`config.mk`:
```
export PLATFORM = sky130hd
export DESIGN_NAME = pc_fetch_unit_flat
export DESIGN_NICKNAME = d
export VERILOG_FILES = /design/src/rtl/pc_fetch_unit_if.sv /design/src/rtl/pc_fetch_unit.sv /design/src/flat_wrapper.sv
export SDC_FILE = /design/constraint.sdc
export NUM_CORES = 1
export LEC_CHECK = 0
export ABC_AREA = 0
export CAP_MARGIN = 5
export CORE_MARGIN = 2
export CORE_UTILIZATION = 52
export DETAILED_ROUTE_END_ITERATION = 8
export GPL_TIMING_DRIVEN = 0
export HOLD_SLACK_MARGIN = 0.08
export PLACE_DENSITY = 0.95
export SLEW_MARGIN = 0
export SYNTH_ARGS = -nofsm -noshare
export SYNTH_HDL_FRONTEND = slang
export SYNTH_SLANG_ARGS = --single-unit
```
`constraint.sdc`:
```
create_clock -name clk -period 6.4 [get_ports clk]
set_clock_uncertainty 0.1 [all_clocks]
set_input_delay 0.64 -clock clk [delete_from_list [all_inputs] [get_ports clk]]
set_output_delay 0.64 -clock clk [all_outputs]
set_load 0.05 [all_outputs]
```
`src/rtl/pc_fetch_unit_if.sv`:
```
// Instruction-memory port of the fetch stage: request/address out, ready/data back.
interface pc_fetch_unit_if;
    logic        imem_req;
    logic [31:0] imem_addr;
    logic        imem_ready;
    logic [31:0] imem_rdata;

    // Fetch unit side: issues requests, consumes returned words.
    modport master (
        output imem_req,
        output imem_addr,
        input  imem_ready,
        input  imem_rdata
    );

    // Memory side: observes requests, returns words.
    modport slave (
        input  imem_req,
        input  imem_addr,
        output imem_ready,
        output imem_rdata
    );
endinterface

```
`src/rtl/pc_fetch_unit.sv`:
```
// Instruction-fetch stage: owns the PC, drives the instruction-memory port,
// loads the IF/ID register and applies branch/jump redirects from decode.
// A one-entry skid buffer parks a word that returns while decode is stalled.
module pc_fetch_unit #(
    parameter logic [31:0] RESET_PC = 32'h0000_0000
) (
    input  logic                   clk,
    input  logic                   rst_n,
    input  logic                   stall,
    input  logic                   branch,
    input  logic                   bne,
    input  logic                   alu_zero,
    input  logic                   jump,
    input  logic [31:0]            redir_pc4,
    input  logic [31:0]            branch_offset,
    input  logic [25:0]            jump_index,
    pc_fetch_unit_if.master        imem,
    output logic [31:0]            if_id_instr,
    output logic [31:0]            if_id_pc4,
    output logic                   if_id_valid,
    output logic [31:0]            pc
);

    // S_FETCH: request outstanding; S_HELD: word parked in skid buffer.
    typedef enum logic {
        S_FETCH = 1'b0,
        S_HELD  = 1'b1
    } state_t;

    state_t      state_q, state_d;
    logic [31:0] pc_q, pc_d;
    logic [31:0] instr_q, instr_d;
    logic [31:0] pc4_q, pc4_d;
    logic        valid_q, valid_d;
    logic [31:0] buf_q, buf_d;
    logic [31:0] buf_pc4_q, buf_pc4_d;

    logic        take_br;
    logic        redirect;
    logic [31:0] jump_target;
    logic [31:0] branch_target;
    logic [31:0] redir_target;
    logic [31:0] pc_plus4;

    // bne flips the sense of the zero test; jump wins over a taken branch.
    assign take_br       = branch & (alu_zero ^ bne);
    assign redirect      = jump | take_br;
    assign jump_target   = {redir_pc4[31:28], jump_index, 2'b00};
    assign branch_target = redir_pc4 + {branch_offset[29:0], 2'b00};
    assign redir_target  = jump ? jump_target : branch_target;
    assign pc_plus4      = pc_q + 32'd4;

    // Next-state: redirect > stall > normal flow; reset is applied in the register block.
    always_comb begin
        // NOTE: every variable gets a hold default first so no path can infer a latch.
        state_d   = state_q;
        pc_d      = pc_q;
        instr_d   = instr_q;
        pc4_d     = pc4_q;
        valid_d   = valid_q;
        buf_d     = buf_q;
        buf_pc4_d = buf_pc4_q;

        if (redirect) begin
            // Any word returning this cycle belongs to the wrong path and is dropped.
            pc_d    = redir_target;
            valid_d = 1'b0;
            state_d = S_FETCH;
        end else begin
            unique case (state_q)
                S_FETCH: begin
                    if (imem.imem_ready) begin
                        pc_d = pc_plus4;
                        if (stall) begin
                            buf_d     = imem.imem_rdata;
                            buf_pc4_d = pc_plus4;
                            state_d   = S_HELD;
                        end else begin
                            instr_d = imem.imem_rdata;
                            pc4_d   = pc_plus4;
                            valid_d = 1'b1;
                        end
                    end else if (!stall) begin
                        // Nothing arrived: insert a bubble, keep stale payload.
                        valid_d = 1'b0;
                    end
                end
                S_HELD: begin
                    if (!stall) begin
                        instr_d = buf_q;
                        pc4_d   = buf_pc4_q;
                        valid_d = 1'b1;
                        state_d = S_FETCH;
                    end
                end
                default: state_d = S_FETCH;
            endcase
        end
    end

    // State and output registers with synchronous active-low reset.
    always_ff @(posedge clk) begin
        if (!rst_n) begin
            // NOTE: non-blocking assignments keep every register sampling pre-edge values.
            state_q   <= S_FETCH;
            pc_q      <= RESET_PC;
            instr_q   <= '0;
            pc4_q     <= '0;
            valid_q   <= 1'b0;
            // NOTE: the skid buffer is a plain register, so it is cleared like the rest;
            // a stale parked word can then never resurface after reset.
            buf_q     <= '0;
            buf_pc4_q <= '0;
        end else begin
            state_q   <= state_d;
            pc_q      <= pc_d;
            instr_q   <= instr_d;
            pc4_q     <= pc4_d;
            valid_q   <= valid_d;
            buf_q     <= buf_d;
            buf_pc4_q <= buf_pc4_d;
        end
    end

    // Request only while fetching and out of reset; address is the PC itself.
    assign imem.imem_req  = (state_q == S_FETCH) & rst_n;
    assign imem.imem_addr = pc_q;

    assign if_id_instr = instr_q;
    assign if_id_pc4   = pc4_q;
    assign if_id_valid = valid_q;
    assign pc          = pc_q;

endmodule

```
`src/flat_wrapper.sv`:
```
// flat-port wrapper written by rule: the top's interface ports become plain ports
module pc_fetch_unit_flat 
#(
    parameter logic [31:0] RESET_PC = 32'h0000_0000
)
  (clk, rst_n, stall, branch, bne, alu_zero, jump, redir_pc4, branch_offset, jump_index, if_id_instr, if_id_pc4, if_id_valid, pc, imem_imem_req, imem_imem_addr, imem_imem_ready, imem_imem_rdata);
  pc_fetch_unit_if imem_i ();
  input  logic clk;
  input  logic rst_n;
  input  logic stall;
  input  logic branch;
  input  logic bne;
  input  logic alu_zero;
  input  logic jump;
  input  logic [31:0] redir_pc4;
  input  logic [31:0] branch_offset;
  input  logic [25:0] jump_index;
  output logic [31:0] if_id_instr;
  output logic [31:0] if_id_pc4;
  output logic if_id_valid;
  output logic [31:0] pc;
  output wire logic [$bits(imem_i.imem_req)-1:0] imem_imem_req;
  output wire logic [$bits(imem_i.imem_addr)-1:0] imem_imem_addr;
  input wire logic [$bits(imem_i.imem_ready)-1:0] imem_imem_ready;
  input wire logic [$bits(imem_i.imem_rdata)-1:0] imem_imem_rdata;
  assign imem_imem_req = imem_i.imem_req;
  assign imem_imem_addr = imem_i.imem_addr;
  assign imem_i.imem_ready = imem_imem_ready;
  assign imem_i.imem_rdata = imem_imem_rdata;
  pc_fetch_unit #(.RESET_PC(RESET_PC)) u_core (.clk(clk), .rst_n(rst_n), .stall(stall), .branch(branch), .bne(bne), .alu_zero(alu_zero), .jump(jump), .redir_pc4(redir_pc4), .branch_offset(branch_offset), .jump_index(jump_index), .imem(imem_i), .if_id_instr(if_id_instr), .if_id_pc4(if_id_pc4), .if_id_valid(if_id_valid), .pc(pc));
endmodule
```
* Word level (Yosys, flattened, before mapping)
Index checks and enable logic that the tools add are counted.
Cells by class: equal/unequal tests 5, reductions and logical operators 5, bitwise logic cells 7, muxes and demuxes 19, add/sub/neg operators 2
Operator list (number):
- $mux W32 | 10
- $pmux W32 S2 | 2
- $add A32 B3 Y32 const B | 1
- $add A32 B32 Y32 | 1
- $ne A2 B2 Y1 const B | 4
- $reduce_and A4 Y1 | 2
- $mux W1 | 5
- $pmux W1 S2 | 2
- $ne A3 B3 Y1 const B | 1
- $not A1 Y1 | 3
- $and A1 B1 Y1 | 2
- $reduce_and A2 Y1 | 1
- $reduce_bool A2 Y1 | 1
- $reduce_or A2 Y1 | 1
- $or A1 B1 Y1 | 1
- $xor A1 B1 Y1 | 1
Word-level totals: output and inout bits 130, input port bits 130, logic and storage cells 45, register bits 162

* Logic depth before layout (Yosys ltp)
depth in word-level cells 5, mapped depth 11, depth with buffers taken out 11

* Worst setup path before layout
OpenSTA, ideal clock, no wires.
path type in2reg, start point input redir_pc4[2], end point register u_core.pc_q[28], in the netlist u_core.imem.imem_addr[28], cell stages on the path 11, slack 3.438 ns, buffers on the path 0, data arrival time 2.795 ns, library setup time 0.067 ns, cells stage by stage ha_1 fa_1 a21o_1 nand4_1 a211oi_2 o211ai_2 nor3b_2 nor4_2 o31ai_1 mux2_4 o21ai_2
Between the ends: word-level cells in the longest chain between the ends 3
RTL lines:
- start, declared | RTL line flat_wrapper.sv:15 | input logic [31:0] redir_pc4;
- $add A32 B32 Y32 | RTL line pc_fetch_unit.sv:49 | assign branch_target = redir_pc4 + {branch_offset[29:0], 2'b00};
- $mux W32 | RTL line pc_fetch_unit.sv:50 | assign redir_target = jump ? jump_target : branch_target;
- $mux W32 | RTL line pc_fetch_unit.sv:64 | if (redirect) begin
- end signal, assigned | RTL line pc_fetch_unit.sv:116 | pc_q <= pc_d;
- end, declared | RTL line pc_fetch_unit.sv:31 | logic [31:0] pc_q, pc_d;
Every way passes these cells. A chain may end at the register's enable or synchronous reset.

* Final worst setup path
start point input bne, end point register u_core.instr_q[29], in the netlist u_core.if_id_instr[29]
Between the ends: word-level cells in the longest chain between the ends 5
RTL lines:
- start, declared | RTL line flat_wrapper.sv:12 | input logic bne;
- $xor A1 B1 Y1 | RTL line pc_fetch_unit.sv:46 | assign take_br = branch & (alu_zero ^ bne);
- $and A1 B1 Y1 | RTL line pc_fetch_unit.sv:46
- $or A1 B1 Y1 | RTL line pc_fetch_unit.sv:47 | assign redirect = jump | take_br;
- $not A1 Y1 (no line)
- $reduce_and A4 Y1 (no line)
- end signal, assigned | RTL line pc_fetch_unit.sv:117 | instr_q <= instr_d;
- end, declared | RTL line pc_fetch_unit.sv:32 | logic [31:0] instr_q, instr_d;
Every way passes these cells.

==> out/qor.yml <==
routabilityCongestion: 0.911
rows: 48
cts_buffer_depth: 2
setup_viol_count_final: 0
rsz0062_at_grt: "false"
synth-seq-area-share_pct: 35.9
period_minus_slack_ps: 3480
achievable-frequency_mhz: 287
synth_edf_count: 0
finalWirelength_um: 30100
pin_count_of_the_biggest_net_entering_global_routing: 18
critical_path.startpoint_type: "primary input"
synth.net_count: 1318
all_layer_gr_usage_pct: 32.0
cts_made_buffers: 17
cts.clk_slew.worst_paths_ps: 70
die_width_um: 136
number_of_violations_of_the_max_capacitance_limit: 0
cp_max_fo: 10
fin_util_pct: 72.6
total_overflow_reported_by_the_global_router: 0
timing.max_slew.rel_slack_pct: 53.3
n_fill_cell: 1249
power.leakage_nw: 4.44
tritoncts: "done"
route.layer.met1.wl_um: 11500
ctsHoldBuffers: 0
first_global_vias: 9400
avgSynthCellArea_um2: 7.82
yosys_warnings: 0
asyncSetResetFlopFracSynth_pct: 0
synth_area_mm2: 0.00904
hold-worst-slack_ps: 351
grt_antenna_before_repair: 1
outcome: "finished clean"
ys.flop_type: "dfxtp_1"
hold_class: "reg2reg"
cts-resized-gates: 0
syn_inst: 1157
cts.root.buffer_cell: "clkbuf_16"
dr_total_vias: 9842
topRoutingLayerUsed: "met4"
power.density_cell_area_mw_per_mm2: 233
worstSetupPathType: "in2reg"
area.growth.synth_to_final_pct: 37.8
count_of_antenna_violating_nets_left_after_detailed_routing: 0
cp.required_ps: 6640
grt_pass1_wl_um: 46800
routed_wire_length_per_instance_um: 18.0
met3RoutedLength_um: 2960
clock_latency_on_the_worst_skew_pair_ps: 430
timing_worst_slew_pin_value_ps: 701
final.period_utilization_pct: 54.4
hpwl_um: 22900
via_per_inst: 5.89
cts_htree_levels: 4
ys_types: 67
num-nets-final: 1594
fin_hold_viols: 0
worst_ep_arrival_time_ps: 3720
final.setup.tns_ps: 0
die_y_um: 136
drt-pass1-iter-count: 8
final-max-slew-violation-count: 0
post-cts-setup-buffers: 0
peakVddDrop_mv: 0.149
synth_seq_cells: 162
post-route-drc-count: 0
coreArea_mm2: 0.0172
layout-drive-gt1-share_pct: 7.05
met2RoutedLength_um: 14700
place.port_buffers: 257
area_of_the_die_mm2: 0.0185
cts_num_sinks: 162
num_io_pins: 260
critical_path.endpoint_type: "flop"
initial_utilization_pct: 52.7
detail_route.iter0.violations: 887
-- final timing paths --
kind	start	to	slack (ps)	cells after the start
setup / recovery	bne	u_core.if_id_instr[29]$_SDFFE_PN0P_	2920	9
hold / removal	u_core.if_id_pc4[7]$_SDFFE_PN0P_	u_core.if_id_pc4[7]$_SDFFE_PN0P_	350	2
setup reg to reg	u_core.imem.imem_addr[13]$_SDFFE_PN0P_	u_core.imem.imem_addr[27]$_SDFFE_PN0P_	3640	9
hold reg to reg	u_core.if_id_pc4[7]$_SDFFE_PN0P_	u_core.if_id_pc4[7]$_SDFFE_PN0P_	350	2
-- power breakdown --
group | internal [mW] | total [mW] | switching, mW
Sequential | 1.06 | 1.11 | 0.0559
Clock | 0.515 | 0.982 | 0.467
Combinational | 0.326 | 0.812 | 0.486
-- through the flow --
step	std cells	setup slack, ps	instance area (µm²)	power (mW)
floorplan	1157	3440	9040	1.64
global placement	1639	2720	11900	1.91
detailed placement	1639	2710	11900	1.93
CTS	1671	2970	12500	2.89
global route	1672	2760	12500	3.00
finish	1672	2920	12500	2.91
-- routing by layer --
layer | vias to the layer above | track usage (%)
met4 | 0 | 13.1
li1 | 4592 | -
met1 | 4549 | 37.6
met5 | - | 0
met3 | 94 | 6.67
met2 | 607 | 56.7
-- area by class of cell --
cell class	count	area (µm²)	area share [%]
repair buffers	257	2570	20.6
clock buffers	17	425	3.41
plain buffers	113	631	5.06
diodes	1	2.50	0.0201
inverters	15	56.3	0.452
flip-flops and latches	162	3240	26.0
clock inverters	15	140	1.12
well taps	225	282	2.26
multi-input cells	867	5110	41.0
-- registers in the layout, summed over array words and instances, names as in the netlist --
name,count
u_core.buf_pc4_q,32
u_core.buf_q,32
u_core.if_id_instr,32
u_core.if_id_pc4,32
u_core.imem.imem_addr,32
u_core.if_id_valid,1
u_core.state_q,1
-- cells in the final DEF (no fill, tap or decap), types with 14 or more instances in the layout --
cell type and n:
dfxtp_1 162, nor2_1 120, a21o_1 14, ha_1 30, clkdlybuf4s50_1 257, nand3_1 35, clkbuf_1 57, xor2_1 26
o21ai_0 44, buf_4 35, clkbuf_16 17, nand2_1 197, mux2i_1 37, a21oi_1 125, a211oi_1 69, xnor2_1 32
o211ai_1 18
-- synth_stat cells (4+ instances only) --
| master | n | area (µm²) |
|---|---|---|
| nand2_1 | 197 | 739 |
| dfxtp_1 | 162 | 3240 |
| a21oi_1 | 125 | 626 |
| nor2_1 | 120 | 450 |
| a211oi_1 | 69 | 518 |
| clkbuf_1 | 57 | 214 |
| o21ai_0 | 44 | 220 |
| mux2i_1 | 37 | 370 |
| buf_4 | 35 | 263 |
| nand3_1 | 35 | 175 |
| xnor2_1 | 32 | 280 |
| ha_1 | 30 | 375 |
| xor2_1 | 26 | 228 |
| o211ai_1 | 18 | 135 |
| a21o_1 | 14 | 105 |
| inv_1 | 12 | 45.0 |
| o21ai_1 | 12 | 60.1 |
| buf_2 | 10 | 50.1 |
| nor3_1 | 10 | 50.1 |
| nand4_1 | 9 | 56.3 |
| o22ai_1 | 8 | 50.1 |
| nand2b_1 | 7 | 43.8 |
| o221ai_1 | 7 | 61.3 |
| a31oi_1 | 5 | 31.3 |
| and3_1 | 5 | 31.3 |
| clkbuf_8 | 5 | 68.8 |
| o21bai_1 | 4 | 30.0 |
| or3_1 | 4 | 25.0 |
-- worst max-delay path, stage by stage --
cell and delay [ps]:
clkdlybuf4s50_1 420, xor2_1 180, nand2_1 330, nand2_1 370, nor3_1 570, clkbuf_1 560, buf_2 330, nor2_1 70
a211oi_1 240
-- cells by family (layout without fill, tap and decap cells) --
family	count (synthesis)	after routing	share of synthesized area, %
muxes	38	38	4.26
and+or+nand+nor	411	411	19.6
DFF	162	162	35.9
adders and majority gates	31	31	4.37
xor gates and xnor gates	58	58	5.62
buffers and inverters	128	417	7.59
AOI/OAI and AO/OA	329	329	22.7
other	0	1	0
Note: power is estimated with default switching activity, not from simulation.
==> patch, RTL diff (config.mk and constraints unchanged) <==
Reset style: asynchronous (`rst_n`), changed in one clocked block. Comments in the files are not updated.
--- a/src/rtl/pc_fetch_unit.sv
+++ b/src/rtl/pc_fetch_unit.sv
@@ -99,7 +99,7 @@
     end
 
     // State and output registers with synchronous active-low reset.
-    always_ff @(posedge clk) begin
+    always_ff @(posedge clk or negedge rst_n) begin
         if (!rst_n) begin
             // NOTE: non-blocking assignments keep every register sampling pre-edge values.
             state_q   <= S_FETCH;
Behaviour: differs if rst_n is asserted again (counterexample within 4 cycles, from zero or initial values and one cycle with rst_n low); with rst_n held inactive, the same outputs for 4 cycles.
==> patch against the unedited design <==
  * Via count decreased by 9.2%
  * Register-to-register slack worse by 0.17 ns
  * Worst setup slack worse by 0.15 ns
  * Final area up 2.0%
  * Total power grew 38%
  * Die area is 1.9% higher
  * Utilization is 0.91 points higher
  * Sequential cell count unchanged
  * Area after synthesis up 2.0%
  * Final cell count decreased by 5.4%
  * Global-route usage shrank 1.8 points
  * Wire length decreased by 6.4%
  * Largest power group is now combinational logic
  * Highest routed layer unchanged
==> patch: results (changes against the unedited design) <==
{
  "post-place-ws": {"value": 2.46, "unit": "ns", "change": "was 2.71 ns"},
  "vdd_drop_max": {"value": 0.000176, "unit": "V", "change": "was 0.000149 V"},
  "ff2ff_path_depth": {"value": 8, "change": "was 9"},
  "power_leakage": {"value": 0.00556, "unit": "µW", "change": "was 0.00444 µW"},
  "drive_gt1_share": {"value": 6.27, "unit": "%", "change": "was 7.05%"},
  "synth.lib_cells_used.distinct": {"value": 56, "change": "was 67"},
  "timing.reg2reg.setup_slack": {"value": 3.47, "unit": "ns", "change": "was 3.64 ns"},
  "routedWlPerCell": {"value": 17.9, "unit": "µm", "change": "was 18.0 µm"},
  "insertedDiodeCount": {"value": 0, "change": "was 1"},
  "globalplace.congestion": {"value": 0.917, "change": "was 0.911"},
  "number_of_global_route_vias_before_repair": {"value": 8907, "change": "was 9400"},
  "p_switching": {"value": 1590, "unit": "µW", "change": "was 1010 µW"},
  "crit-reg2reg-capture": {"value": "u_core.imem.imem_addr[28]", "change": "was u_core.imem.imem_addr[27]"},
  "synth-seq-area-share": {"value": 44.0, "unit": "%", "change": "was 35.9%"},
  "drt_first_iter_violations": {"value": 693, "change": "was 887"},
  "wire_length_of_the_first_global_routing_pass": {"value": 44.4, "unit": "mm", "change": "was 46.8 mm"},
  "hpwlAfterDp": {"value": 21.6, "unit": "mm", "change": "was 22.9 mm"},
  "crit-reg2reg-launch": {"value": "u_core.imem.imem_addr[2]", "change": "was u_core.imem.imem_addr[13]"},
  "initial_antenna_violation_count": {"value": 0, "change": "was 1"},
  "hold_path_class": {"value": "input port to async pin", "change": "was flip-flop to flip-flop"},
  "nNetsFinal": {"value": 1504, "change": "was 1594"},
  "status": {"value": "complete, no violations", "change": "unchanged"},
  "arrival": {"value": 3.89, "unit": "ns", "change": "was 3.72 ns"},
  "fin_worst_hold_slack": {"value": 0.101, "unit": "ns", "change": "was 0.351 ns"},
  "maxSlewHeadroom": {"value": 37.5, "unit": "%", "change": "was 53.3%"},
  "drt_first_pass_iters": {"value": 5, "change": "was 8"},
  "post_drt_via_cell_ratio": {"value": 5.65, "change": "was 5.89"}
}
[patch: power by group through the flow]
stage	clock, µW	combinational, µW	sequential (µW)
2_1_floorplan	0	556	1810
6_report	1060	1550	1400
5_1_grt	1110	1650	1430
3_5_place_dp	0	1540	1420
4_1_cts	1060	1550	1400
3_3_place_gp	0	1510	1400
[patch: metal layers]
metal | vias to the layer above | GRT usage [%] | routed length [µm]
li1 | 4204 | - | -
met2 | 448 | 53.5 | 14200
met4 | 0 | 9.56 | 527
met3 | 48 | 5.81 | 2310
met5 | - | 0 | 0
met1 | 4233 | 37.1 | 11100
[patch: worst max path at each step]
stage	endpoint	slack, ns	from
final	u_core.buf_q[29]	2.76	bne
after global routing	u_core.if_id_pc4[30]	2.64	alu_zero
after CTS	u_core.buf_q[29]	2.85	bne
after detailed placement	u_core.buf_q[28]	2.46	bne
after global placement	imem_imem_req	-1.85	rst_n
after floorplan	u_core.imem.imem_addr[28]	3.29	redir_pc4[2]
[patch: final cells by class]
type                       instances  area (µm²)
timing repair buffer             257        2590
sequential                       162        4050
multi-input combinational        813        4700
buffer                            88         458
clock inverter                    14         176
fill                            1238        4590
tap                              225         282
inverter                           4        15.0
clock buffer                      18         439
[patch: logic make-up after synthesis]
family | after synthesis | synth area share (%)
AOI/OAI and AO/OA | 284 | 17.7
xor gates and xnor gates | 66 | 6.27
adders and majority gates | 31 | 4.29
buffers and inverters | 92 | 5.13
DFF | 162 | 44.0
muxes | 37 | 4.02
and+or+nand+nor | 395 | 18.6
[patch: worst max-delay path, stage by stage]
cell and delay [ns]:
sky130_fd_sc_hd__clkdlybuf4s50_1 0.42, sky130_fd_sc_hd__xor2_1 0.18, sky130_fd_sc_hd__and2_0 0.24, sky130_fd_sc_hd__nor2_1 0.64, sky130_fd_sc_hd__nand2_1 0.21, sky130_fd_sc_hd__nor2_1 0.76
sky130_fd_sc_hd__clkbuf_1 0.59, sky130_fd_sc_hd__nand2_1 0.11, sky130_fd_sc_hd__nand2_1 0.09
[patch: through the flow]
stage	setup TNS [ns]	cell area [µm²]	util (%)	power, µW	instances
after floorplan	0	9220	-	2360	1067
after global placement	-277.32	12100	69.8	2900	1548
after detailed placement	0	12100	69.9	2950	1549
after CTS	0	12700	73.5	4010	1581
after global routing	0	12700	73.5	4180	1581
final	0	12700	73.5	4010	1581
